--- src/rtl/clk_div_pkg.sv ---
// Shared constants, types and helpers for the multi-channel clock divider.
package clk_div_pkg;

  localparam int unsigned DFLT_CNT_W = 27;
  // Terminal count giving 1 kHz from a 100 MHz board clock.
  localparam int unsigned DFLT_HALF  = 49_999;
  localparam int unsigned MAX_CH     = 16;

  typedef logic [DFLT_CNT_W-1:0] cnt_t;

  // The channel index must be able to encode N_CH itself, otherwise an out-of-range
  // request could never be presented and the error path would be unreachable.
  function automatic int unsigned ch_idx_w(int unsigned n_ch);
    return (n_ch < 1) ? 1 : $clog2(n_ch + 1);
  endfunction

endpackage

--- src/rtl/clk_div_multi_if.sv ---
// Configuration port of clk_div_multi: valid/ready request plus a one-cycle error pulse.
interface clk_div_multi_if
  import clk_div_pkg::*;
#(
  parameter int unsigned N_CH  = 4,
  parameter int unsigned CNT_W = DFLT_CNT_W
);

  localparam int unsigned CH_W = ch_idx_w(N_CH);

  logic             cfg_valid;
  logic             cfg_ready;
  logic [CH_W-1:0]  cfg_ch;
  logic [CNT_W-1:0] cfg_half;
  logic             cfg_err;

  modport master (
    output cfg_valid, cfg_ch, cfg_half,
    input  cfg_ready, cfg_err
  );

  modport slave (
    input  cfg_valid, cfg_ch, cfg_half,
    output cfg_ready, cfg_err
  );

endinterface

--- src/rtl/clk_div_ch.sv ---
// One divider channel: counter, terminal count, pending reload and registered clk/tick.
module clk_div_ch
  import clk_div_pkg::*;
#(
  parameter int unsigned CNT_W        = DFLT_CNT_W,
  parameter int unsigned DEFAULT_HALF = DFLT_HALF
) (
  input  logic             clk_i,
  input  logic             reset_i,
  input  logic             en,
  input  logic             sync,
  input  logic             load,
  input  logic [CNT_W-1:0] load_half,
  output logic             pending,
  output logic             div_clk,
  output logic             tick
);

  logic [CNT_W-1:0] ctr_q;
  logic [CNT_W-1:0] half_q;
  logic [CNT_W-1:0] pend_half_q;
  logic             pend_q;
  logic             clk_q;
  logic             tick_q;

  // Count to the terminal value, toggle, and swap in a pending terminal count only at a
  // toggle (or while held idle) so the running half-period never gets cut short.
  always_ff @(posedge clk_i or posedge reset_i) begin
    if (reset_i) begin
      ctr_q       <= '0;
      half_q      <= CNT_W'(DEFAULT_HALF);
      pend_half_q <= '0;
      pend_q      <= 1'b0;
      clk_q       <= 1'b0;
      tick_q      <= 1'b0;
    end else begin
      tick_q <= 1'b0;
      if (sync || !en) begin
        ctr_q <= '0;
        clk_q <= 1'b0;
        if (pend_q) begin
          half_q <= pend_half_q;
          pend_q <= 1'b0;
        end
      end else if (ctr_q == half_q) begin
        ctr_q  <= '0;
        clk_q  <= !clk_q;
        tick_q <= !clk_q;
        if (pend_q) begin
          half_q <= pend_half_q;
          pend_q <= 1'b0;
        end
      end else begin
        ctr_q <= ctr_q + CNT_W'(1);
      end
      // load is only issued while pend_q is low, so it never races the apply above.
      if (load) begin
        pend_q      <= 1'b1;
        pend_half_q <= load_half;
      end
    end
  end

  assign pending = pend_q;
  assign div_clk = clk_q;
  assign tick    = tick_q;

endmodule

--- src/rtl/clk_div_multi.sv ---
// N-channel programmable clock divider / tick generator with runtime divisor reload.
// Optional feature macro: CLK_DIV_SYNC_EN adds sync_i, which phase-aligns all channels.
module clk_div_multi
  import clk_div_pkg::*;
#(
  parameter int unsigned N_CH         = 4,
  parameter int unsigned CNT_W        = DFLT_CNT_W,
  parameter int unsigned DEFAULT_HALF = DFLT_HALF
) (
  input  logic            clk_i,
  input  logic            reset_i,
  input  logic [N_CH-1:0] en_i,
`ifdef CLK_DIV_SYNC_EN
  input  logic            sync_i,
`endif
  clk_div_multi_if.slave  cfg,
  output logic [N_CH-1:0] clk_o,
  output logic [N_CH-1:0] tick_o
);

  localparam int unsigned CH_W = ch_idx_w(N_CH);

  logic [N_CH-1:0] hit;
  logic [N_CH-1:0] pend;
  logic [N_CH-1:0] load;
  logic            in_range;
  logic            accept;
  logic            err_q;
  logic            sync;

`ifdef CLK_DIV_SYNC_EN
  assign sync = sync_i;
`else
  assign sync = 1'b0;
`endif

  // One-hot decode of the target channel; all zeros means out of range.
  always_comb begin
    hit = '0;
    for (int c = 0; c < N_CH; c++) begin
      hit[c] = (cfg.cfg_ch == CH_W'(c));
    end
  end

  assign in_range      = |hit;
  // Independent of cfg_valid; out-of-range requests are always ready so they can be dropped.
  assign cfg.cfg_ready = !(|(hit & pend));
  assign accept        = cfg.cfg_valid && cfg.cfg_ready;
  assign load          = {N_CH{accept}} & hit;

  // Flag a dropped out-of-range request for exactly one cycle.
  always_ff @(posedge clk_i or posedge reset_i) begin
    if (reset_i) begin
      err_q <= 1'b0;
    end else begin
      err_q <= accept && !in_range;
    end
  end

  assign cfg.cfg_err = err_q;

  for (genvar c = 0; c < N_CH; c++) begin : g_ch
    clk_div_ch #(
      .CNT_W        (CNT_W),
      .DEFAULT_HALF (DEFAULT_HALF)
    ) u_ch (
      .clk_i     (clk_i),
      .reset_i   (reset_i),
      .en        (en_i[c]),
      .sync      (sync),
      .load      (load[c]),
      .load_half (cfg.cfg_half),
      .pending   (pend[c]),
      .div_clk   (clk_o[c]),
      .tick      (tick_o[c])
    );
  end

endmodule

--- src/flat_wrapper.sv ---
// flat-port wrapper written by rule: the top's interface ports become plain ports
module clk_div_multi_flat import clk_div_pkg::*;
#(
  parameter int unsigned N_CH         = 4,
  parameter int unsigned CNT_W        = DFLT_CNT_W,
  parameter int unsigned DEFAULT_HALF = DFLT_HALF
)
  (clk_i, reset_i, en_i, clk_o, tick_o, cfg_cfg_valid, cfg_cfg_ch, cfg_cfg_half, cfg_cfg_ready, cfg_cfg_err);
  clk_div_multi_if #(.N_CH(N_CH), .CNT_W(CNT_W)) cfg_i ();
  input  logic clk_i;
  input  logic reset_i;
  input  logic [N_CH-1:0] en_i;
  output logic [N_CH-1:0] clk_o;
  output logic [N_CH-1:0] tick_o;
  input wire logic [$bits(cfg_i.cfg_valid)-1:0] cfg_cfg_valid;
  input wire logic [$bits(cfg_i.cfg_ch)-1:0] cfg_cfg_ch;
  input wire logic [$bits(cfg_i.cfg_half)-1:0] cfg_cfg_half;
  output wire logic [$bits(cfg_i.cfg_ready)-1:0] cfg_cfg_ready;
  output wire logic [$bits(cfg_i.cfg_err)-1:0] cfg_cfg_err;
  assign cfg_i.cfg_valid = cfg_cfg_valid;
  assign cfg_i.cfg_ch = cfg_cfg_ch;
  assign cfg_i.cfg_half = cfg_cfg_half;
  assign cfg_cfg_ready = cfg_i.cfg_ready;
  assign cfg_cfg_err = cfg_i.cfg_err;
  clk_div_multi #(.N_CH(N_CH), .CNT_W(CNT_W), .DEFAULT_HALF(DEFAULT_HALF)) u_core (.clk_i(clk_i), .reset_i(reset_i), .en_i(en_i), .cfg(cfg_i), .clk_o(clk_o), .tick_o(tick_o));
endmodule
--- config.mk ---
export PLATFORM = sky130hd
export DESIGN_NAME = clk_div_multi_flat
export DESIGN_NICKNAME = d
export VERILOG_FILES = /design/src/rtl/clk_div_pkg.sv /design/src/rtl/clk_div_multi_if.sv /design/src/rtl/clk_div_ch.sv /design/src/rtl/clk_div_multi.sv /design/src/flat_wrapper.sv
export SDC_FILE = /design/constraint.sdc
export NUM_CORES = 1
export LEC_CHECK = 0
export BUFFER_PORTS_ARGS = -buffer_cell sky130_fd_sc_hd__clkbuf_2
export CAP_MARGIN = 40
export CORE_UTILIZATION = 56
export CTS_CLUSTER_SIZE = 12
export DETAILED_ROUTE_END_ITERATION = 7
export MAX_ROUTING_LAYER = met4
export PLACE_DENSITY = 0.82
export SYNTH_ARGS = -nofsm -noshare
export SYNTH_HDL_FRONTEND = slang
export SYNTH_SLANG_ARGS = --single-unit
export TNS_END_PERCENT = 100
--- constraint.sdc ---
create_clock -name clk_i -period 12.1 [get_ports clk_i]
set_input_delay 2.42 -clock clk_i [delete_from_list [all_inputs] [get_ports clk_i]]
set_output_delay 2.42 -clock clk_i [all_outputs]
set_load 0.01 [all_outputs]
* After elaboration in Yosys (flattened, before gate mapping)
Cells that the tools add are included.
** Word-level totals
- Flip-flop bits (word level) :: 337
** Cells by class
- Reductions and logical operators :: 11
- Bitwise logic cells :: 2
- Eq/ne operators :: 15
- $add $sub $neg :: 4
- Multiplexer cells :: 48
** Operators by type and width (count)
- 2-to-1 mux 27 bit :: 20
- adder 27 x 1 -> 27 bit, second input constant :: 4
- == test 27 bit :: 4
- 2-to-1 mux 1 bit :: 28
- != test 3 x 1 -> 1 bit, second input constant :: 4
- bitwise AND 4 bit :: 2
- != test 2 x 1 -> 1 bit, second input constant :: 4
- OR reduction 4 bit :: 2
- == test 3 x 2 -> 1 bit, second input constant :: 2
- zero test 1 bit :: 6
- == test 3 x 1 -> 1 bit, second input constant :: 1
- zero test 3 bit :: 1
- logical AND 1 bit :: 2

* Depth between registers and ports, before layout
Gate-level depths: netlist of run 1.
- Word-level depth :: 7
- Mapped depth :: 8
- Depth with buffers taken out :: 6

* By module
A second synthesis of run 1 with hierarchy kept.
** Second synthesis, totals
- Cell total of the unflattened synthesis :: 1180
- Area total of the unflattened synthesis :: 15348.5 um^2
** By module, submodules not included
- clk_div_ch :: times used 4, cells each 292, sequential area each 2113.3 um^2, area each 3808.7 um^2
- clk_div_multi :: times used 1, cells each 12, sequential area each 25.0 um^2, area each 113.9 um^2

* Worst setup path before layout of run 1
Ideal clock, no wire load.
- Path kind :: input-to-output
- From :: input port cfg_cfg_ch[1]
- To :: output port cfg_cfg_ready
- Slack :: 6675 ps
- Arrival time :: 3005 ps
- Stages on the path :: 2
- Cells stage by stage :: mux4_2 -> nand2b_1
** Between the ends
- Cells in the longest elaborated chain, start to end :: 4
- Elaborated cells between the ends (all ways) :: 7
- Classes of those cells :: 3 x eq/ne; 1 x bitwise; 3 x reduce/logical
** RTL lines
- from (decl) :: line flat_wrapper.sv:16 : input wire logic [$bits(cfg_i.cfg_ch)-1:0] cfg_cfg_ch;
- == test 3 x 1 -> 1 bit (tied with other cells) :: line clk_div_multi.sv:41 : hit[c] = (cfg.cfg_ch == CH_W'(c));
- bitwise AND 4 bit (*) :: line clk_div_multi.sv:47 : assign cfg.cfg_ready = !(|(hit & pend));
- OR reduction 4 bit (*) :: line clk_div_multi.sv:47
- zero test 1 bit (*) :: line clk_div_multi.sv:47
- to (decl) :: line flat_wrapper.sv:18 : output wire logic [$bits(cfg_i.cfg_ready)-1:0] cfg_cfg_ready;
Mark *: on every way between the ends. The rest lies on a longest branch, timed or not.

* Worst setup path in the final report of run 1
Same ends and word-level chain as after synthesis.

==> results_dict.tcl, run 1 <==
set metrics [dict create \
    p_sw_frac 0.266 \
    area_growth_pct 10.7 \
    cp.required_ns 9.68 \
    finalSetupTns_ns 0 \
    worst_r2r_path_depth 6 \
    ctsResizeCount 0 \
    cts_max_path_buffers 3 \
    relSlewSlack 0.533 \
    synth-edff-count 0 \
    dieWidth_um 168 \
    drc_errors 0 \
    clkPwrFrac 0.306 \
    yosys_warnings 0 \
    fin_skew_ns 0.0174 \
    antenna_left 0 \
    finalNetCount 1279 \
    end_kind "output pin" \
    gp_congestion 0.874 \
    status "finished, final reports clean" \
    total_power_w 0.00333 \
    yosysTopAreaCellShare 0.490 \
    start_kind "primary input" \
    async_flop_share 1.00 \
    placed_cell_area_mm2 0.0159 \
    grt_overflow 0 \
    post_cts.repair.setup_buffers 0 \
    syn_area_mm2 0.0154 \
    syn_area_per_cell_um2 12.9 \
    wl_per_cell_um 20.0 \
    yosysTopAreaCell "dfrtp_1" \
    cp-endpoint "cfg_cfg_ready" \
    grt_max_degree 92 \
    pwr-share-seq 0.502 \
    power_leakage_nw 7.40 \
    finalHoldViolCount 0 \
    power_density_mw_per_mm2 196 \
    r2r-start "u_core.g_ch[0].u_ch.half_q[0]" \
    antenna_found_initial 0 \
    numClockSinks 337 \
    grt_pass1_vias 9463 \
    diodes 0 \
    synth_common_cells "dfrtp_1, mux2_2, xnor2_1" \
    postSynthCellCount 1189 \
    ctsRootBufferMaster "clkbuf_16" \
    clkSlewWorstSetupHoldPaths_ns 0.06 \
    tritoncts "yes" \
    rows 60 \
    slew_violations 0 \
    p_int_w 0.00245 \
    hold_ws_ns 0.492 \
    ctsHoldBuffers 0 \
    dr.pass1.iters 5 \
    reg2reg_to "u_core.g_ch[0].u_ch.half_q[18]" \
    die_h_um 168 \
    vias 9118 \
    track_usage 0.247 \
    ys_seq_area_frac 0.552 \
    io_pins 47 \
    cap_violations 0 \
    ctsHtreeMaxLevel 2 \
    cts_buffers 35 \
    drtIter0Drc 451 \
    ir_drop_mv 0.117 \
    crit_start "cfg_cfg_ch[1]" \
    routed_wl_um 32100 \
    switchingPower_w 0.000885 \
    viasPerCell 5.68 \
    core_area_mm2 0.0270 \
    cp.arrival_ns 3.24 \
    port_buffers 46 \
    die-area_mm2 0.0281 \
    r2r_slack_ns 9.59 \
    period_share 0.468 \
    yosysUniqueCellTypes 38 \
    fin_area_mm2 0.0170 \
    yosys-top-cells-area "dfrtp_1, mux2_2, xnor2_1" \
    yosysMostFrequentCell "dfrtp_1" \
    synth-main-ff-cell "dfrtp_1" \
    pwr-share-comb 0.192 \
    synth-seq-cells 337 \
    worstSkewPairLatency_ns 0.52 \
    cp_max_fo 3 \
    drive_above_1_share 0.302 \
    syn-num-nets 1230 \
    rsz0062_at_grt "no" \
    tightest_slew_ns 0.695 \
    grt_pass1_wl_um 52400 \
    dp.final_hpwl_um 21500 \
    worstSetupPathType "in2out" \
    setup_violations 0 \
    finalCriticalPeriod_ns 5.66 \
    hold_class "reg2reg" \
    initial_core_util 0.570 \
    max_freq_mhz 177 \
]
==> cell families (layout without fill, tap and decap cells) <==
| kind of cell | Yosys count | after routing | synth area share |
|---|---|---|---|
| compound gates | 12 | 12 | 0.0110 |
| xor+xnor | 208 | 208 | 0.119 |
| fa+ha+maj | 4 | 4 | 0.00326 |
| buf+inv | 71 | 145 | 0.0256 |
| flops | 337 | 337 | 0.552 |
| mux | 221 | 221 | 0.177 |
| simple gates | 336 | 336 | 0.112 |
==> power by group through the flow <==
stage          clock [W]  sequential, W  combinational (W)
2_1_floorplan          0        0.00160           0.000540
3_3_place_gp           0        0.00166           0.000606
3_5_place_dp           0        0.00168           0.000638
4_1_cts          0.00104        0.00167           0.000649
5_1_grt          0.00108        0.00170           0.000689
6_report         0.00102        0.00167           0.000640
==> cell usage in the layout, fill, tap and decap left out, types with 12 or more instances in the layout <==
cell type,netlist,final
mux2_4,60,60
xor2_1,56,56
nor2_1,131,131
clkbuf_16,0,35
nor3_1,18,18
and3_1,20,20
clkbuf_2,1,47
nand4_1,45,45
nand2_1,32,32
dfstp_2,36,36
mux2_2,156,156
and4_1,12,12
xnor2_1,152,152
clkbuf_1,12,15
nor4_1,14,14
dfrtp_1,301,301
inv_1,20,19
nand3_1,39,39
==> worst max-delay path, cell delays in order <==
cell      delay [ns]
clkbuf_2        0.11
mux4_2          0.49
nand2b_1        0.09
clkbuf_2        0.13
==> per-layer routing <==
layer / vias to the layer above / routed length [um] / GRT usage
li1: 4184 / - / -
met1: 4703 / 14500 / 0.329
met3: 60 / 1070 / 0.0310
met5: - / 0 / -
met2: 171 / 15600 / 0.394
met4: 0 / 964 / 0.0834
==> layout make-up <==
cell class | instances | area [um^2]
clock inverter | 3 | 26.3
fill | 1886 | 9950
multi-input combinational | 781 | 6490
timing repair buffer | 63 | 433
inverter | 20 | 82.6
clock buffer | 59 | 1060
sequential | 337 | 8480
tap | 341 | 427
==> per-stage QoR <==
stage	utilization	worst slack, ns	std cells
4_1_cts	0.630	6.43	1603
3_5_place_dp	0.590	6.44	1541
5_1_grt	0.631	6.40	1604
2_1_floorplan	-	0.401	1189
3_3_place_gp	0.586	6.45	1535
6_report	0.631	6.44	1604
==> worst min path at each step <==
stage                                             start                            endpoint  cells past startpoint  slack (ns)
detailed placement  u_core.g_ch[2].u_ch.pend_half_q[14]      u_core.g_ch[2].u_ch.half_q[14]                      1        0.49
finish               u_core.g_ch[0].u_ch.pend_half_q[3]       u_core.g_ch[0].u_ch.half_q[3]                      1        0.49
global placement     u_core.g_ch[1].u_ch.pend_half_q[0]       u_core.g_ch[1].u_ch.half_q[0]                      1        0.48
floorplan           u_core.g_ch[0].u_ch.pend_half_q[19]      u_core.g_ch[0].u_ch.half_q[19]                      1        0.47
global route         u_core.g_ch[1].u_ch.pend_half_q[8]  u_core.g_ch[1].u_ch.pend_half_q[8]                      1        0.51
CTS                  u_core.g_ch[0].u_ch.pend_half_q[3]       u_core.g_ch[0].u_ch.half_q[3]                      1        0.50
==> state kept, by name (all words and copies together) (netlist names) <==
name,flops
u_core.g_ch.u_ch.ctr_q,108
u_core.g_ch.u_ch.half_q,108
u_core.g_ch.u_ch.pend_half_q,108
u_core.g_ch.u_ch.div_clk,4
u_core.g_ch.u_ch.pending,4
u_core.g_ch.u_ch.tick,4
u_core.cfg.cfg_err,1
(Power assumes the default switching activity.)
==> run 2, diff against run 1 <==
--- a/config.mk
+++ b/config.mk
@@ -7,11 +7,11 @@
 export LEC_CHECK = 0
 export BUFFER_PORTS_ARGS = -buffer_cell sky130_fd_sc_hd__clkbuf_2
 export CAP_MARGIN = 40
-export CORE_UTILIZATION = 56
+export CORE_UTILIZATION = 60
 export CTS_CLUSTER_SIZE = 12
 export DETAILED_ROUTE_END_ITERATION = 7
 export MAX_ROUTING_LAYER = met4
-export PLACE_DENSITY = 0.82
+export PLACE_DENSITY = 0.83
 export SYNTH_ARGS = -nofsm -noshare
 export SYNTH_HDL_FRONTEND = slang
 export SYNTH_SLANG_ARGS = --single-unit
==> constraint.sdc (replaced) <==
create_clock -name clk_i -period 5.27 [get_ports clk_i]
set_input_delay 1.054 -clock clk_i [delete_from_list [all_inputs] [get_ports clk_i]]
set_output_delay 1.054 -clock clk_i [all_outputs]
set_load 0.01 [all_outputs]
==> results_dict.tcl, run 2 (synthesis results as in run 1) <==
set metrics [dict create \
    clkPwrFrac 0.301 \
    pwr-share-comb 0.193 \
    hold_class "reg2reg" \
    largestRegisters "u_core.g_ch.u_ch.ctr_q: 108 flops, u_core.g_ch.u_ch.half_q: 108 flops, u_core.g_ch.u_ch.pend_half_q: 108 flops" \
    ctsRootBufferMaster "clkbuf_16" \
    grt_pass1_vias 9336 \
    grt_pass1_wl_um 53100 \
    drive_above_1_share 0.298 \
    crit_top_cell "clkbuf_2" \
    critical_path.top_delay_family "multiplexers" \
    max_freq_mhz 343 \
    clkSlewWorstSetupHoldPaths_ns 0.06 \
    grt_max_degree 173 \
    p_int_w 0.00554 \
    switchingPower_w 0.00209 \
    drc_errors 0 \
    ctsHoldBuffers 0 \
    cp_cell_sequence "clkbuf_2, mux4_2, nand2b_1, clkbuf_2" \
    viasPerCell 5.76 \
    drtIter0Drc 506 \
    final_common_cell "dfrtp_1" \
    die-area_mm2 0.0262 \
    routed_wl_um 33300 \
    critPathSlowestCell "mux4_2" \
    die_h_um 162 \
    tightest_slew_ns 0.930 \
    tritoncts "yes" \
    relSlewSlack 0.380 \
    slew_violations 0 \
    power_leakage_nw 7.34 \
    start_kind "primary input" \
    final_cell_mix "dfrtp_1, mux2_2, xnor2_1" \
    post_cts.repair.setup_buffers 0 \
    pwr-share-seq 0.506 \
    hold_ws_ns 0.501 \
    io_pins 47 \
    cp.buffers_inverters 2 \
    ctsHtreeMaxLevel 2 \
    cp_max_fo 3 \
    grt.met1_usage 0.366 \
    setup_ws_ns 2.35 \
    numClockSinks 337 \
    antenna_found_initial 0 \
    period_share 0.554 \
    rows 58 \
    status "finished, final reports clean" \
    core_area_mm2 0.0252 \
    cts_buffers 35 \
    initial_core_util 0.610 \
    setup_violations 0 \
    ir_drop_mv 0.263 \
    met2_usage 0.428 \
    grt_overflow 0 \
    n_fill_cell 1728 \
    wl_per_cell_um 20.9 \
    ctsResizeCount 0 \
    finalCriticalPeriod_ns 2.92 \
    antenna_left 0 \
    dpl_worst_slack_ns 2.35 \
    worstSkewPairLatency_ns 0.52 \
    dr.pass1.iters 7 \
    fin_cells 1594 \
    gp_congestion 0.830 \
    port_buffers 46 \
    cap_violations 0 \
    cp_slowest_stage_delay_ns 0.49 \
    finalNetCount 1277 \
    grt_busiest_layer "met2" \
    power_density_mw_per_mm2 452 \
    fin_skew_ns 0.0133 \
    worstSetupPathType "in2out" \
    area_growth_pct 9.91 \
    grt_use_met3 0.0419 \
    p_sw_frac 0.274 \
    dp.final_hpwl_um 21700 \
    dieWidth_um 162 \
    cp.required_ns 4.22 \
    dp.cells 1529 \
    rsz0062_at_grt "no" \
    end_kind "output pin" \
    vias 9185 \
    cp.arrival_ns 1.86 \
    track_usage 0.274 \
    finalHoldViolCount 0 \
    cts_max_path_buffers 3 \
]
==> run 2: changes by cell type in the layout (fill, tap and decap cells not counted), sizes merged <==
cell	change
clkdlybuf4s15	+1
clkinvlp	+1
inv	-1
clkinv	+2
clkbuf	-1
diode	+1
buf	-2
==> run 2: area by class of cell <==
| type | count | area (um^2) | share of cell area |
|---|---|---|---|
| multi-input combinational | 781 | 6490 | 0.385 |
| tap | 330 | 413 | 0.0245 |
| antenna | 1 | 2.50 | 0.000148 |
| clock inverter | 5 | 36.3 | 0.00215 |
| clock buffer | 59 | 996 | 0.0590 |
| sequential | 337 | 8480 | 0.502 |
| timing repair buffer | 61 | 384 | 0.0228 |
| inverter | 20 | 78.8 | 0.00467 |
==> run 2: per-stage QoR <==
stage / total power, W / TNS (ns) / area (um^2) / utilization
6_report: 0.00763 / 0 / 16900 / 0.670
5_1_grt: 0.00794 / 0 / 16900 / 0.670
4_1_cts: 0.00766 / 0 / 16900 / 0.670
3_5_place_dp: 0.00532 / 0 / 15800 / 0.629
3_3_place_gp: 0.00521 / 0 / 15800 / 0.627
2_1_floorplan: 0.00491 / -78.02 / 15400 / -
==> run 2: power by group through the flow <==
stage	sequential (W)	clock, W	combinational (W)
after floorplan	0.00367	0	0.00124
after global placement	0.00382	0	0.00139
after detailed placement	0.00387	0	0.00146
after CTS	0.00384	0.00233	0.00149
after global routing	0.00392	0.00243	0.00159
final	0.00386	0.00229	0.00147
==> run 2: routing by layer <==
metal | vias up | routed length, um
li1 | 4181 | -
met1 | 4730 | 14600
met2 | 215 | 16200
met3 | 59 | 1460
met4 | 0 | 1080
met5 | - | 0
==> run 2: worst paths after layout <==
check | cells past startpoint | slack (ns) | startpoint | to
worst max-delay path | 4 | 2.35 | cfg_cfg_ch[1] | cfg_cfg_ready
worst min-delay path | 1 | 0.50 | u_core.g_ch[0].u_ch.pend_half_q[4] | u_core.g_ch[0].u_ch.half_q[4]
worst max register to register | 6 | 2.76 | u_core.g_ch[3].u_ch.ctr_q[5] | u_core.g_ch[3].u_ch.half_q[25]
worst min register to register | 1 | 0.50 | u_core.g_ch[0].u_ch.pend_half_q[4] | u_core.g_ch[0].u_ch.half_q[4]
max in group asynchronous | 3 | 3.75 | reset_i | u_core.g_ch[1].u_ch.ctr_q[15]
min in group asynchronous | 3 | 0.76 | reset_i | u_core.g_ch[0].u_ch.ctr_q[0]
==> run 3, diff against run 2 <==
==> constraint.sdc (replaced) <==
create_clock -name clk_i -period 2.88 [get_ports clk_i]
set_input_delay 0.576 -clock clk_i [delete_from_list [all_inputs] [get_ports clk_i]]
set_output_delay 0.576 -clock clk_i [all_outputs]
set_load 0.01 [all_outputs]
==> results_dict.tcl, run 3 (synthesis results as in run 1) <==
set metrics [dict create \
    worstSkewPairLatency_ns 0.53 \
    fin_skew_ns 0.0149 \
    status "finished, final reports clean" \
    cp.required_ns 2.30 \
    antenna_found_initial 0 \
    tritoncts "yes" \
    io_pins 47 \
    rsz0062_at_grt "no" \
    cts_buffers 36 \
    final_util 0.677 \
    power_density_mw_per_mm2 838 \
    routed_wl_um 33300 \
    period_share 0.805 \
    cap_violations 0 \
    dp.cells 1532 \
    drc_errors 0 \
    start_kind "flip-flop" \
    grt_max_degree 71 \
    fin_area_mm2 0.0171 \
    relSlewSlack 0.512 \
    drive_above_1_share 0.303 \
    end_kind "output pin" \
    setup_ws_ns 0.561 \
    hold_class "in2async" \
    cp.arrival_ns 1.74 \
    vias 9269 \
    pwr-share-comb 0.191 \
    core_area_mm2 0.0252 \
    slew_violations 0 \
    finalNetCount 1281 \
    dp.final_hpwl_um 21800 \
    final_common_cell "dfrtp_1" \
    track_usage 0.278 \
    rows 58 \
    port_buffers 46 \
    clkPwrFrac 0.315 \
    cp_max_fo 4 \
    largestRegisters "u_core.g_ch.u_ch.ctr_q: 108 flops, u_core.g_ch.u_ch.half_q: 108 flops, u_core.g_ch.u_ch.pend_half_q: 108 flops" \
    cts_max_path_buffers 3 \
    p_int_w 0.0104 \
    switchingPower_w 0.00385 \
    grt_overflow 0 \
    fin_cells 1597 \
    power_leakage_nw 7.43 \
    worstSetupPathType "reg2out" \
    ctsResizeCount 0 \
    die_h_um 162 \
    post_cts.repair.setup_buffers 0 \
    ir_drop_mv 0.585 \
    ctsHoldBuffers 0 \
    drtIter0Drc 445 \
    pwr-share-seq 0.494 \
    diodes 0 \
    area_growth_pct 11.1 \
    finalSetupTns_ns 0 \
    clkSlewWorstSetupHoldPaths_ns 0.06 \
    ctsRootBufferMaster "clkbuf_16" \
    p_sw_frac 0.269 \
    wl_per_cell_um 20.8 \
    max_freq_mhz 431 \
    dpl_worst_slack_ns 0.621 \
    grt_pass1_wl_um 54000 \
    finalCriticalPeriod_ns 2.32 \
    dieWidth_um 162 \
    finalHoldViolCount 0 \
    initial_core_util 0.610 \
    die-area_mm2 0.0262 \
    placed_cell_area_mm2 0.0159 \
    viasPerCell 5.80 \
    final_cell_mix "dfrtp_1, mux2_2, xnor2_1" \
    grt_pass1_vias 9577 \
    ctsHtreeMaxLevel 2 \
    tightest_slew_ns 0.725 \
    antenna_left 0 \
    dr.pass1.iters 5 \
    setup_violations 0 \
    gp_congestion 0.859 \
    numClockSinks 337 \
]
## run 3: final cells by class
type                            instances  area [um^2]
Multi-Input combinational cell        781         6490
Sequential cell                       337         8480
Clock buffer                           60         1080
Inverter                               20         78.8
Tap cell                              330          413
Timing Repair Buffer                   64          448
Clock inverter                          5         65.1
Fill cell                            1719         8120
## run 3: power by group through the flow
stage               clock network [W]  logic, W  registers (W)
global route                  0.00476   0.00295        0.00717
detailed placement                  0   0.00269        0.00707
CTS                           0.00458   0.00275        0.00704
finish                        0.00450   0.00273        0.00706
global placement                    0   0.00256        0.00700
floorplan                           0   0.00227        0.00672
## run 3: metal layers
| layer | wire length (um) | vias up | track usage |
|---|---|---|---|
| met2 | 16100 | 232 | 0.436 |
| li1 | - | 4191 | - |
| met5 | 0 | - | - |
| met4 | 1120 | 0 | 0.102 |
| met3 | 1560 | 81 | 0.0478 |
| met1 | 14500 | 4765 | 0.366 |
## run 3: worst max-delay path: stages, from the launching register on
cell and delay [ns]:
dfrtp_1 0.50, mux4_2 0.51, nand2b_1 0.09, clkbuf_2 0.13
## run 3: stage by stage
stage / hold slack (ns) / total power (W)
after global routing: 0.140 / 0.0149
after detailed placement: 0.487 / 0.00975
after floorplan: 0.475 / 0.00899
after CTS: 0.110 / 0.0144
after global placement: 0.480 / 0.00957
final: 0.103 / 0.0143
## run 3: path summary, 6_finish.rpt
check	from	end	slack [ns]	depth (start not counted)
hold / removal	reset_i	u_core.g_ch[0].u_ch.ctr_q[12]	0.10	2
hold reg to reg	u_core.g_ch[3].u_ch.pend_half_q[4]	u_core.g_ch[3].u_ch.half_q[4]	0.50	1
max in group asynchronous	reset_i	u_core.g_ch[2].u_ch.half_q[3]	1.97	3
min in group clk_i	en_i[0]	u_core.g_ch[0].u_ch.div_clk	0.35	3
setup / recovery	u_core.g_ch[0].u_ch.pending	cfg_cfg_ready	0.56	3
setup reg to reg	u_core.g_ch[1].u_ch.ctr_q[0]	u_core.g_ch[1].u_ch.half_q[12]	0.56	6
